===== config.mk =====
export PLATFORM = sky130hd
export DESIGN_NAME = line_buffer_ctrl
export DESIGN_NICKNAME = d
export VERILOG_FILES = /design/src/rtl/ctrl_pkg.sv /design/src/rtl/win_pos_counter.sv /design/src/rtl/line_buffer_ctrl.sv
export SDC_FILE = /design/constraint.sdc
export NUM_CORES = 1
export LEC_CHECK = 0
export BUFFER_PORTS_ARGS = -buffer_cell sky130_fd_sc_hd__buf_4
export CAP_MARGIN = 20
export CORE_AREA = 2 2 62 64
export CTS_BUF_LIST = sky130_fd_sc_hd__clkbuf_8
export CTS_CLUSTER_SIZE = 10
export DETAILED_ROUTE_END_ITERATION = 10
export DIE_AREA = 0 0 64 66
export GPL_ROUTABILITY_DRIVEN = 0
export HOLD_SLACK_MARGIN = 0.03
export PLACE_DENSITY = 0.78
export REMOVE_ABC_BUFFERS = 1
export SETUP_SLACK_MARGIN = 0.15
export SYNTH_ARGS = -nofsm -noshare
export SYNTH_HDL_FRONTEND = slang
export SYNTH_HIERARCHICAL = 1
export SYNTH_SLANG_ARGS = --single-unit

===== constraint.sdc =====
create_clock -name clk -period 1.9 [get_ports clk]
set_input_delay 0.095 -clock clk [delete_from_list [all_inputs] [get_ports clk]]
set_output_delay 0.095 -clock clk [all_outputs]
set_load 0.01 [all_outputs]

===== src/rtl/ctrl_pkg.sv =====
// Shared types and elaboration-time helpers for the line buffer frame sequencer.
package ctrl_pkg;

    typedef enum logic [2:0] {
        IDLE,
        CLR,
        RUN,
        DRAIN,
        DONE
    } state_t;

    // Minimum of 1 so a range of 1 still yields a legal vector width.
    function automatic int clog2(input int n);
        int r;
        r = 0;
        while ((1 << r) < n) r++;
        return (r < 1) ? 1 : r;
    endfunction

    function automatic int out_dim(input int size, input int k, input int s);
        return (size - k) / s + 1;
    endfunction

endpackage


===== src/rtl/win_pos_counter.sv =====
// One axis of the raster position: position, stride phase, in-range flag and
// output-window index, all updated incrementally.
module win_pos_counter
    import ctrl_pkg::*;
#(
    parameter int SIZE   = 7,
    parameter int KERNEL = 3,
    parameter int STRIDE = 1,
    parameter int OUT_N  = out_dim(SIZE, KERNEL, STRIDE),
    parameter int PW     = clog2(SIZE),
    parameter int HW     = clog2(STRIDE),
    parameter int IW     = clog2(OUT_N)
) (
    input  logic          clk,
    input  logic          rst,
    input  logic          clr_i,
    input  logic          en_i,
    input  logic          wrap_i,
    output logic [PW-1:0] pos_o,
    output logic [HW-1:0] ph_o,
    output logic          legal_o,
    output logic [IW-1:0] idx_o
);

    localparam logic [PW-1:0] FIRST    = PW'(KERNEL - 1);
    localparam logic [HW-1:0] PH_LAST  = HW'(STRIDE - 1);
    localparam logic [IW-1:0] IDX_LAST = IW'(OUT_N - 1);

    logic [PW-1:0] pos_q, pos_d;
    logic [HW-1:0] ph_q, ph_d;
    logic [IW-1:0] idx_q, idx_d;

    // legal_o only says the kernel fits on this axis; phase alignment is
    // combined by the caller so both axes are checked together.
    assign legal_o = (pos_q >= FIRST);
    assign pos_o   = pos_q;
    assign ph_o    = ph_q;
    assign idx_o   = idx_q;

    always_comb begin
        pos_d = pos_q;
        ph_d  = ph_q;
        idx_d = idx_q;
        if (clr_i || (en_i && wrap_i)) begin
            pos_d = '0;
            ph_d  = '0;
            idx_d = '0;
        end else if (en_i) begin
            pos_d = pos_q + PW'(1);
            if (legal_o) begin
                ph_d = (ph_q == PH_LAST) ? '0 : ph_q + HW'(1);
            end
            // idx_q always holds the index of the next aligned position.
            if (legal_o && (ph_q == '0) && (idx_q != IDX_LAST)) begin
                idx_d = idx_q + IW'(1);
            end
        end
    end

    always_ff @(posedge clk) begin
        if (rst) begin
            pos_q <= '0;
            ph_q  <= '0;
            idx_q <= '0;
        end else begin
            pos_q <= pos_d;
            ph_q  <= ph_d;
            idx_q <= idx_d;
        end
    end

endmodule


===== src/rtl/line_buffer_ctrl.sv =====
// Frame sequencer for the 3x3 line buffer: forwards the pixel stream, clears
// the buffer per frame and flags legal windows to the conv engine.
//
// state | meaning
// IDLE  | waiting for start
// CLR   | one-cycle line buffer clear, counters zeroed
// RUN   | accepting pixels
// DRAIN | last pixel in, waiting for the final window to be taken
// DONE  | one-cycle frame_done pulse
module line_buffer_ctrl
    import ctrl_pkg::*;
#(
    parameter int DATA_WIDTH = 32,
    parameter int WIDTH      = 7,
    parameter int HEIGHT     = 7,
    parameter int KERNEL     = 3,
    parameter int STRIDE     = 1
) (
    input  logic                                              clk,
    input  logic                                              rst,
    input  logic                                              start,
    input  logic                                              s_valid,
    input  logic [DATA_WIDTH-1:0]                             s_data,
    output logic                                              s_ready,
    output logic                                              lb_valid,
    output logic [DATA_WIDTH-1:0]                             lb_data,
    output logic                                              lb_clear,
    output logic                                              win_valid,
    input  logic                                              win_ready,
    output logic [clog2(out_dim(HEIGHT, KERNEL, STRIDE))-1:0] out_row,
    output logic [clog2(out_dim(WIDTH, KERNEL, STRIDE))-1:0]  out_col,
    output logic                                              busy,
    output logic                                              frame_done
);

    localparam int OUT_W = out_dim(WIDTH, KERNEL, STRIDE);
    localparam int OUT_H = out_dim(HEIGHT, KERNEL, STRIDE);
    localparam int CW    = clog2(OUT_W);
    localparam int RW    = clog2(OUT_H);
    localparam int PCW   = clog2(WIDTH);
    localparam int PRW   = clog2(HEIGHT);
    localparam int HW    = clog2(STRIDE);

    state_t         state_q, state_d;
    logic           win_valid_q, win_valid_d;
    logic [RW-1:0]  out_row_q, out_row_d;
    logic [CW-1:0]  out_col_q, out_col_d;

    logic           accept, clr, col_last, row_last, legal_beat;
    logic [PCW-1:0] col_pos;
    logic [PRW-1:0] row_pos;
    logic [HW-1:0]  col_ph, row_ph;
    logic           col_in, row_in;
    logic [CW-1:0]  col_idx;
    logic [RW-1:0]  row_idx;

    assign clr        = (state_q == CLR);
    // A pending, untaken window blocks the stream so the buffer outputs hold.
    assign s_ready    = (state_q == RUN) && (!win_valid_q || win_ready);
    assign accept     = s_valid && s_ready;
    assign lb_valid   = accept;
    assign lb_data    = s_data;
    assign lb_clear   = clr;
    assign busy       = (state_q != IDLE);
    assign frame_done = (state_q == DONE);
    assign win_valid  = win_valid_q;
    assign out_row    = out_row_q;
    assign out_col    = out_col_q;

    assign col_last   = (col_pos == PCW'(WIDTH - 1));
    assign row_last   = (row_pos == PRW'(HEIGHT - 1));
    assign legal_beat = accept && col_in && row_in && (col_ph == '0) && (row_ph == '0);

    win_pos_counter #(
        .SIZE   (WIDTH),
        .KERNEL (KERNEL),
        .STRIDE (STRIDE)
    ) u_col (
        .clk     (clk),
        .rst     (rst),
        .clr_i   (clr),
        .en_i    (accept),
        .wrap_i  (col_last),
        .pos_o   (col_pos),
        .ph_o    (col_ph),
        .legal_o (col_in),
        .idx_o   (col_idx)
    );

    win_pos_counter #(
        .SIZE   (HEIGHT),
        .KERNEL (KERNEL),
        .STRIDE (STRIDE)
    ) u_row (
        .clk     (clk),
        .rst     (rst),
        .clr_i   (clr),
        .en_i    (accept && col_last),
        .wrap_i  (row_last),
        .pos_o   (row_pos),
        .ph_o    (row_ph),
        .legal_o (row_in),
        .idx_o   (row_idx)
    );

    always_comb begin
        state_d = state_q;
        case (state_q)
            IDLE:    if (start) state_d = CLR;
            CLR:     state_d = RUN;
            RUN:     if (accept && col_last && row_last) state_d = DRAIN;
            DRAIN:   if (!win_valid_q || win_ready) state_d = DONE;
            DONE:    state_d = IDLE;
            default: state_d = IDLE;
        endcase
    end

    always_comb begin
        win_valid_d = win_valid_q;
        out_row_d   = out_row_q;
        out_col_d   = out_col_q;
        if (legal_beat) begin
            win_valid_d = 1'b1;
            out_row_d   = row_idx;
            out_col_d   = col_idx;
        end else if (win_valid_q && win_ready) begin
            win_valid_d = 1'b0;
        end
    end

    always_ff @(posedge clk) begin
        if (rst) begin
            state_q     <= IDLE;
            win_valid_q <= 1'b0;
            out_row_q   <= '0;
            out_col_q   <= '0;
        end else begin
            state_q     <= state_d;
            win_valid_q <= win_valid_d;
            out_row_q   <= out_row_d;
            out_col_q   <= out_col_d;
        end
    end

endmodule


# [Word-level counts from Yosys, hierarchy flattened]
# Cells that the tools add are included.
[word_totals] latchBits=0 ff_bits=24 mem_count=0 mem_bits_rw=0 rom_bits=0 word_cells=66 output_inout_bits=44
[classes] shift=0 n_lt_le_gt_ge=2 reduce_logical=27 mul=0 muxes=8 add_sub_neg=6 eq_ne=11 n_div=0 bitwise=2
[op_table] op="logical AND 1 bit" count=13
[op_table] op="adder 3 x 1 -> 3 bit (second input constant)" count=4
[op_table] op="case mux 3 bit (4 select lines)" count=1
[op_table] op="equality test 3 bit (second input constant)" count=3
[op_table] op="two-way mux 3 bit" count=3
[op_table] op="AND reduction 2 bit" count=4
[op_table] op="equality test 3 x 2 -> 1 bit (second input constant)" count=2
[op_table] op="greater-or-equal comparator 3 x 2 -> 1 bit (second input constant)" count=2
[op_table] op="inequality test 3 bit (second input constant)" count=2
[op_table] op="two-way mux 1 bit" count=4
[op_table] op="inequality test 2 bit (second input constant)" count=2
[op_table] op="OR reduction 2 bit" count=2
[op_table] op="equality test 3 x 1 -> 1 bit (second input constant)" count=1
[op_table] op="logical NOT 3 bit" count=1
[op_table] op="logical OR 1 bit" count=3
[op_table] op="AND reduction 3 bit" count=1
[op_table] op="nonzero test 3 bit" count=1
[op_table] op="adder 1 bit (second input constant)" count=2
[op_table] op="inequality test 2 x 1 -> 1 bit (second input constant)" count=1
[op_table] op="NOT 1 bit" count=2
[op_table] op="nonzero test 2 bit" count=1
[op_table] op="logical NOT 1 bit" count=1

# [Logic depth before layout (Yosys ltp)]
# Gate-level depths: netlist (run 1).
[logic_depth] word_depth=9 mapped_depth=9 depth_no_buf=8

# [Hierarchy]
# Netlist (run 1), hierarchy kept.
[by_module_without_submodules] module="line_buffer_ctrl" area_per_inst_um2=725.7 cells_per_inst=83 seq_area_each_um2=200.2 instances=1
[by_module_without_submodules] module="win_pos_counter" area_per_inst_um2=337.8 cells_per_inst=38 seq_area_each_um2=120.1 instances=2

# [Worst setup path after synthesis (run 1)]
# OpenSTA, ideal clock, no wires.
[synth_path] path_type="register to register" from="reg state_q[0]" to="reg u_row.idx_q[0] (netlist: u_row/idx_o[0])" slack_ns=0.002 arrival_ns=1.828 path_stages_with_launch=10 path_cell_list="dfxtp_1 -> buf_6 -> nor2_1 -> and3_1 -> nand2_1 -> nor3_1 -> buf_6 -> a21bo_1 -> or3_1 -> a21oi_1"
[synth_between] elab_chain_cells=7 elab_cells_between_ends=9 classes_between="eq/ne (2); reduce/logical (7)"
[synth_lines] element="start: declaration" line="line_buffer_ctrl.sv:44" text="state_t state_q, state_d;"
[synth_lines] element="start signal: assignment" line="line_buffer_ctrl.sv:138" text="state_q <= state_d;"
[synth_lines] element="equality test 3 x 2 -> 1 bit (*)" line="line_buffer_ctrl.sv:59" text="assign s_ready = (state_q == RUN) && (!win_valid_q || win_ready);"
[synth_lines] element="logical AND 1 bit (*)" line="line_buffer_ctrl.sv:59"
[synth_lines] element="named net s_ready" line="line_buffer_ctrl.sv:24" text="output logic s_ready,"
[synth_lines] element="logical AND 1 bit (*)" line="line_buffer_ctrl.sv:60" text="assign accept = s_valid && s_ready;"
[synth_lines] element="logical AND 1 bit (*)" line="line_buffer_ctrl.sv:98" text=".en_i (accept && col_last),"
[synth_lines] element="logical AND 1 bit" line="win_pos_counter.sv:44" text="if (clr_i || (en_i && wrap_i)) begin"
[synth_lines] element="logical OR 1 bit" line="win_pos_counter.sv:44"
[synth_lines] element="OR reduction 2 bit (no source line)"
[synth_lines] element="end signal: assignment" line="win_pos_counter.sv:68" text="idx_q <= idx_d;"
[synth_lines] element="end: declaration" line="win_pos_counter.sv:31" text="logic [IW-1:0] idx_q, idx_d;"
# Mark *: on every way through the listed nets, which the timed path passes. The rest lies on a longest branch.
# A chain may end at the register's enable or synchronous reset.

# [Worst setup path after layout (run 1)]
[layout_path] from="reg state_q[2]" to="reg u_row.idx_q[0] (netlist: u_row/idx_o[0])"
[layout_between] elab_chain_cells=7 elab_cells_between_ends=9 classes_between="eq/ne (2); reduce/logical (7)"
[layout_lines] element="equality test 3 x 2 -> 1 bit" line="line_buffer_ctrl.sv:59"
[layout_lines] element="logical AND 1 bit" line="line_buffer_ctrl.sv:59"
[layout_lines] element="logical AND 1 bit" line="line_buffer_ctrl.sv:60"
[layout_lines] element="logical AND 1 bit" line="line_buffer_ctrl.sv:98"
[layout_lines] element="logical AND 1 bit" line="win_pos_counter.sv:44"
[layout_lines] element="logical OR 1 bit" line="win_pos_counter.sv:44"
[layout_lines] element="OR reduction 2 bit (no source line)"
# Parallel ways exist; a longest one is shown, timed or not.

==> impl_summary.txt, run 1 <==
----------------------------------------------------
[STA]
  Worst clock skew ... around 0.0015 ns
  Highest clock frequency the design can meet ... between 500 and 600 MHz
  Min Clock Period, post-route ... approximately 1.7 ns
  Setup repair after global routing missed its margin ... yes
  Final number of max-transition violations ... 0
  Final number of setup-violating endpoints ... 0
  Endpoints failing hold ... 0
  Share of the clock period used by the worst path after layout ... just under 90%
  Worst Hold Slack ... slightly above 0.1 ns

[Pwr]
  Standby leakage power ... 0.654 nW
  Worst supply voltage drop on vdd ... between 300 and 400 uV
  P per Cell Area ... about 680 nW/um^2
  Design Power ... between 1 and 1.5 mW

[Setup path]
  Reg2reg path depth ... 7
  Setup crit end kind ... flip-flop
  Worst Path Arrival ... 1.88 ns
  Critical path type ... reg2reg
  Data required time at the worst endpoint ... between 2 and 2.5 ns
  Maximum single-stage delay on the critical path ... about 0.34 ns
  Cell type of the slowest stage on the worst timing path ... sky130_fd_sc_hd__dfxtp_2
  Kind of start point of the critical path ... flip-flop
  Worst-path cell chain ... nor2_4 > and3_4 > nand2_2 > nor3_4 > a21bo_1 > or3_1 > a21oi_1
  Crit Path Max Fanout ... 4

[Drt]
  First-pass detailed-route iteration total ... 4
  Via count ... 1022
  Routed Wire Length ... around 3500 um
  WL/cell ... 17.5 um
  Post-DRT Antenna Nets ... 0
  DRC violations left ... 0
  Vias/cell ... between 5 and 6
  Violation count after the first detailed-routing iteration ... 53

[Hold path]
  Hold Path Class ... in2reg
  Cells on Worst Hold Path ... 2

[Logic synthesis]
  Share of synthesized area occupied by flip-flops and latches ... 31.4%
  Post-synth top cells ... sky130_fd_sc_hd__buf_4, sky130_fd_sc_hd__dfxtp_1, sky130_fd_sc_hd__nor2_1, sky130_fd_sc_hd__nand2_1, sky130_fd_sc_hd__inv_1
  Number of register bits inferred by synthesis ... 22
  Cell variety after synth ... 32
  Library cell occupying the most area in the post-synthesis netlist ... sky130_fd_sc_hd__dfxtp_1
  Asr flop ratio synth ... 0%
  Post-synthesis instance area ... 1400 sq um
  Most instantiated flip-flop cell in the synthesis netlist ... sky130_fd_sc_hd__dfxtp_1
  Number of flops mapped to enable cells by yosys ... 0
  Number of warnings printed during yosys synthesis ... 6
  Post-Synthesis Cells ... around 160
  Share of Yosys cell area claimed by the top area cell type ... around a third
  Average instance area after synthesis ... around 8.8 sq um
  Largest cells by area after synthesis ... sky130_fd_sc_hd__dfxtp_1, sky130_fd_sc_hd__buf_4, sky130_fd_sc_hd__ha_1, sky130_fd_sc_hd__mux2i_1, sky130_fd_sc_hd__nor2_1
  Most repeated cell in the gate-level netlist after synthesis ... sky130_fd_sc_hd__buf_4

[Placement]
  Placed cell area ... 1360 sq um
  # port buffers ... 16
  Final HPWL from detailed placement ... between 2000 and 3000 um

[Floorplan]
  DIE AREA ... between 4000 and 5000 sq um
  Starting Density ... 39.5%
  Core area ... 3550 sq um
  Floorplan die height ... 66 um
  Num ports ... a little over 80
  Horiz. Die Dim ... 64 um
  Number of placement rows ... 22

[Finish]
  Layout cell share with drive strength beyond 1 ... about 30%
  Layout net count ... 198
  Number of antenna diodes ... 0
  Final cell area excluding filler cells ... approximately 1500 sq um
  Area delta synth->final ... 4.64%

[GRT]
  Sum of overflow across all layers after global routing ... 0
  Wire length of the first global-routing pass ... 5330 um
  Global router's overall resource usage ... around 17%
  Pin count of the biggest net entering global routing ... 14
  Via count of the first global-routing pass ... between 900 and 1000
  Initial antenna violation count ... 0

[CTS]
  Clk Latency, worst-skew pair ... roughly 0.26 ns
  Total number of H-tree levels ... 1
  Number of clock buffers inserted by TritonCTS ... 3
  Number of sinks driven by the clock tree ... 22
  TritonCTS clock tree ... built
  Clock slew seen by the registers of the worst setup and hold paths ... about 0.080 ns
  Bufs on Longest Clock Path ... 2
  Root buffer selected by CTS ... sky130_fd_sc_hd__clkbuf_8

[Job]
  Max_cap viols ... 0

[Run status]
  Outcome ... completed

----------------------------------------------------
-- routing by layer --
| layer | up-vias | share of wire [%] | GRT usage, % |
|---|---|---|---|
| li1 | 488 | - | - |
| met1 | 468 | 44 | 20.9 |
| met2 | 60 | 38 | 21.0 |
| met3 | 6 | 17 | 14.8 |
| met4 | 0 | 0.97 | 4.62 |
| met5 | - | 0 | 11.1 |
-- logic make-up after synthesis --
| kind of cell | after synthesis | synth area share (%) |
|---|---|---|
| AOI/OAI and AO/OA | 21 | 11.3 |
| and+or+nand+nor | 45 | 17.3 |
| DFF | 22 | 31.4 |
| xor gates and xnor gates | 4 | 2.50 |
| adders and majority gates | 8 | 7.14 |
| muxes | 8 | 5.71 |
| buffers and inverters | 49 | 24.1 |
| other | 2 | 0.536 |
-- critical path, delay by kind of cell (launching register included) --
family	cells	cell delay [ns]
AND/OR/NAND/NOR	5	0.90
AO/OA/AOI/OAI	2	0.37
flip-flops	1	0.34
-- metrics by stage --
stage	setup TNS, ns	instances	util [%]	setup WS [ns]
final	0	200	41.3	0.211
after global routing	0	200	41.3	0.0796
after CTS	0	199	40.1	0.135
after detailed placement	0	195	38.4	0.0599
after global placement	0	195	38.4	0.0948
after floorplan	-0.420	120	-	-0.229
-- power by group --
part	switching, mW	total [mW]	internal [mW]
registers	0.00965	0.482	0.472
logic	0.0989	0.192	0.0929
clock network	0.146	0.330	0.184
-- repair_timing --
action | 4_1_cts | 5_1_grt
setup endpoints to repair | 3 | 12
setup buffers | 0 | 1
pin swaps | 0 | 3
gates resized for setup | 2 | 9
hold buffers | 0 | 0
-- registers in the layout, summed over array words and instances (netlist names) --
signal / flops
out_col: 3
out_row: 3
state_q: 3
u_col/idx_o: 3
u_col/pos_o: 3
u_row/idx_o: 3
u_row/pos_o: 3
win_valid: 1
-- worst paths after layout --
kind / from / end / slack [ns]
max: state_q[2] / u_row/idx_o[0] / 0.21
min: rst / out_col[2] / 0.10
max reg2reg: state_q[2] / u_row/idx_o[0] / 0.21
min reg2reg: out_col[2] / out_col[2] / 0.50
-- layout make-up --
cell class / instances / area [sq um]
multi-input cells: 88 / 662
well taps: 48 / 60.1
inverters: 10 / 37.5
repair buffers: 28 / 210
flip-flops and latches: 22 / 442
clock buffers: 4 / 55.1
fillers: 335 / 2080
-- cell usage in the layout, fill, tap and decap left out, drive strengths merged, types with 2 or more instances in the layout --
master  count
o311ai      3
buf        28
nor3b       3
xor2        2
mux2i       8
a21oi       3
a211o       2
o41ai       2
conb        2
dfxtp      22
or3         3
clkbuf      4
inv        10
a21bo       2
nand2      11
ha          8
nor3        4
nand4       2
a211oi      4
xnor2       2
nor2       18
o21ai       3
(Power assumes the default switching activity.)
==> inputs of run 2 (changes only) <==
--- a/config.mk
+++ b/config.mk
@@ -6,7 +6,6 @@
 export NUM_CORES = 1
 export LEC_CHECK = 0
 export BUFFER_PORTS_ARGS = -buffer_cell sky130_fd_sc_hd__buf_4
-export CAP_MARGIN = 20
 export CORE_AREA = 2 2 62 64
 export CTS_BUF_LIST = sky130_fd_sc_hd__clkbuf_8
 export CTS_CLUSTER_SIZE = 10
@@ -14,7 +13,7 @@
 export DIE_AREA = 0 0 64 66
 export GPL_ROUTABILITY_DRIVEN = 0
 export HOLD_SLACK_MARGIN = 0.03
-export PLACE_DENSITY = 0.78
+export PLACE_DENSITY = 0.76
 export REMOVE_ABC_BUFFERS = 1
 export SETUP_SLACK_MARGIN = 0.15
 export SYNTH_ARGS = -nofsm -noshare
==> run 2 against run 1 <==
Compared with the run above: clock power decreased by 15%; routed wire length is 4.2% lower; clock-buffer cell count shrank 1; largest power group unchanged; die area unchanged; highest routed layer unchanged.
==> impl_summary.txt, run 2 (same netlist as run 1, synthesis figures left out) <==
----------------------------------------------------
[Run status]
  Outcome ... completed

[Finish]
  Number of antenna diodes ... 0 (unchanged)
  Multi-input gate area ... 654 sq um (-1.1%)
  Storage cell area ... 444 sq um (+0.57%)
  Most common cell after layout, fill and taps aside ... sky130_fd_sc_hd__buf_4
  Layout net count ... 197 (-0.51%)
  Layout cell share with drive strength beyond 1 ... 28.7% (-0.94 points)
  Most used cells in the layout excluding fill and tap cells ... sky130_fd_sc_hd__buf_4, sky130_fd_sc_hd__dfxtp_1, sky130_fd_sc_hd__nor2_1
  Fill cell total of the finished layout ... 344 (+2.7%)
  Area delta synth->final ... 2.77%
  Count of placed standard cells in the final layout, fillers left out ... 198 (-1.0%)

[GRT]
  Global router's overall resource usage ... 16.5% (-0.73 points)
  Initial antenna violation count ... 0 (unchanged)
  Wire length of the first global-routing pass ... 4950 um (-7.2%)
  Pin count of the biggest net entering global routing ... 14 (unchanged)
  Sum of overflow across all layers after global routing ... 0 (unchanged)
  Via count of the first global-routing pass ... 897 (-6.6%)

[Drt]
  DRC violations left ... 0 (unchanged)
  Vias/cell ... 5.04 (-1.4%)
  Routed Wire Length ... 3360 um (-4.2%)
  WL/cell ... 17.0 um (-3.2%)
  Violation count after the first detailed-routing iteration ... 71 (+34%)
  Via count ... 998 (-2.3%)
  Post-DRT Antenna Nets ... 0 (unchanged)
  First-pass detailed-route iteration total ... 6 (+2)

[Setup path]
  Kind of start point of the critical path ... flip-flop
  Worst reg2reg endpoint ... u_row/idx_o[0]
  Number of buffers and inverters on the critical path ... 0 (unchanged)
  Cell type of the slowest stage on the worst timing path ... sky130_fd_sc_hd__dfxtp_1
  Maximum single-stage delay on the critical path ... 0.32 ns (-0.02 ns)
  Worst Path Arrival ... 1.86 ns (-0.02 ns)
  Critical path type ... reg2reg
  Worst path top cell family by delay ... simple AND/OR/NAND/NOR gates
  Setup crit end kind ... flip-flop
  Crit Path Max Fanout ... 4 (unchanged)
  R2r startpoint ... state_q[0]
  Worst-path cell chain ... nor2_2 > and3_4 > nand2_2 > nor3_4 > a21bo_1 > or3_1 > a21oi_1
  Data required time at the worst endpoint ... 2.10 ns (about the same)
  Reg-to-reg setup timing slack ... 0.23 ns (+0.02 ns)
  Reg2reg path depth ... 7 (unchanged)

[STA]
  Share of the clock period used by the worst path after layout ... 87.7% (-1.2 points)
  Final number of setup-violating endpoints ... 0 (unchanged)
  Highest clock frequency the design can meet ... 600 MHz (+1.4%)
  Setup repair after global routing missed its margin ... no
  Worst clock skew ... 0.00370 ns (+0.00218 ns)
  Min Clock Period, post-route ... 1.67 ns (-0.0230 ns)
  Endpoints failing hold ... 0 (unchanged)
  Final number of max-transition violations ... 0 (unchanged)
  Worst Hold Slack ... 0.102 ns (-0.000309 ns)

[Pwr]
  Net switching power figure ... 0.241 mW (-5.4%)
  Worst supply voltage drop on vdd ... 227 uV (-36%)
  Share of total power in the clock network ... 29.6% (-3.3 points)
  P per Cell Area ... 655 nW/um^2 (-4.4%)
  Proportion of power drawn by flip-flops and latches ... 51.3% (+3.3 points)
  Switching power share of the total ... 25.6% (+0.21 points)
  Standby leakage power ... 0.636 nW (-2.8%)
  Share of total power in combinational logic ... 19.2% (about the same)
  Internal Pwr Total ... 0.702 mW (-6.4%)

[CTS]
  Bufs on Longest Clock Path ... 2 (unchanged)
  TritonCTS clock tree ... built
  Clk Latency, worst-skew pair ... 0.26 ns (about the same)
  Number of clock buffers inserted by TritonCTS ... 3 (unchanged)
  Number of sinks driven by the clock tree ... 22 (unchanged)
  Total number of H-tree levels ... 1 (unchanged)
  Root buffer selected by CTS ... sky130_fd_sc_hd__clkbuf_8
  Clock slew seen by the registers of the worst setup and hold paths ... 0.07 ns (about the same)
  Hold-fix buffer count after cts ... 0 (unchanged)

[Floorplan]
  Horiz. Die Dim ... 64 um (unchanged)
  Num ports ... 81 (unchanged)
  Core area ... 3550 sq um (unchanged)
  Number of placement rows ... 22 (unchanged)
  Starting Density ... 39.5% (unchanged)
  DIE AREA ... 4220 sq um (unchanged)
  Floorplan die height ... 66 um (unchanged)

[Hold path]
  End point of the most critical hold path ... out_row[1]
  Hold Path Class ... in2reg
  Cells on Worst Hold Path ... 2 (unchanged)
  Worst Min Path Start ... rst

[Job]
  Max_cap viols ... 0 (unchanged)

[Placement]
  # port buffers ... 16 (unchanged)
  Final HPWL from detailed placement ... 2480 um (-2.6%)
  Placed insts ... 192 (-1.5%)

----------------------------------------------------
## run 2: per-layer routing
| metal | GRT usage, % | part of all wire [%] |
|---|---|---|
| met1 | 19.8 | 48 |
| met2 | 18.5 | 36 |
| met3 | 15.0 | 15 |
| met4 | 7.07 | 1.2 |
| met5 | 11.1 | 0 |
## run 2: how the worst max path moves through the flow
stage	startpoint	endpoint	slack, ns	cells after the start
after floorplan	state_q[0]	u_row/idx_o[0]	-0.23	7
final	state_q[0]	u_row/idx_o[0]	0.23	7
after CTS	u_col/pos_o[0]	out_row[2]	0.09	8
after detailed placement	state_q[0]	u_row/idx_o[0]	-0.01	7
after global routing	state_q[0]	u_row/idx_o[0]	0.11	7
after global placement	state_q[0]	u_row/idx_o[0]	0.07	7
## run 2: area by class of cell
| type | count | area share, % |
|---|---|---|
| inverters | 10 | 2.61 |
| well taps | 48 | 4.17 |
| flip-flops and latches | 22 | 30.8 |
| multi-input cells | 88 | 45.4 |
| clock buffers | 3 | 2.87 |
| repair buffers | 27 | 14.1 |
## run 2: power groups by stage
stage	registers (mW)	clock network [mW]	logic, mW
after floorplan	0.503	0	0.0805
after global placement	0.492	0	0.166
after detailed placement	0.492	0	0.168
after CTS	0.482	0.285	0.170
after global routing	0.484	0.304	0.198
final	0.483	0.279	0.181
## run 2: metrics by stage
step / total power, mW / util, % / TNS, ns / instance area (sq um) / worst slack [ns]
2_1_floorplan: 0.584 / - / -0.420 / 1100 / -0.229
3_3_place_gp: 0.657 / 37.8 / 0 / 1340 / 0.0708
3_5_place_dp: 0.659 / 37.8 / -0.0111 / 1340 / -0.0111
4_1_cts: 0.937 / 39.3 / 0 / 1390 / 0.0945
5_1_grt: 0.986 / 40.6 / 0 / 1440 / 0.112
6_report: 0.943 / 40.6 / 0 / 1440 / 0.234
## run 2: worst register-to-register path, stage by stage, from the launching register on
cell	delay [ns]
sky130_fd_sc_hd__dfxtp_1	0.32
sky130_fd_sc_hd__nor2_2	0.12
sky130_fd_sc_hd__and3_4	0.21
sky130_fd_sc_hd__nand2_2	0.08
sky130_fd_sc_hd__nor3_4	0.18
sky130_fd_sc_hd__a21bo_1	0.27
sky130_fd_sc_hd__or3_1	0.31
sky130_fd_sc_hd__a21oi_1	0.12
## run 2: what timing repair did
item | 4_1_cts | 5_1_grt
endpoints found under the setup margin | 4 | 13
gates resized for setup | 3 | 7
pin swaps | 0 | 3
setup buffers | 0 | 3
cloned | 0 | 0
endpoints found under the hold margin | 0 | 0
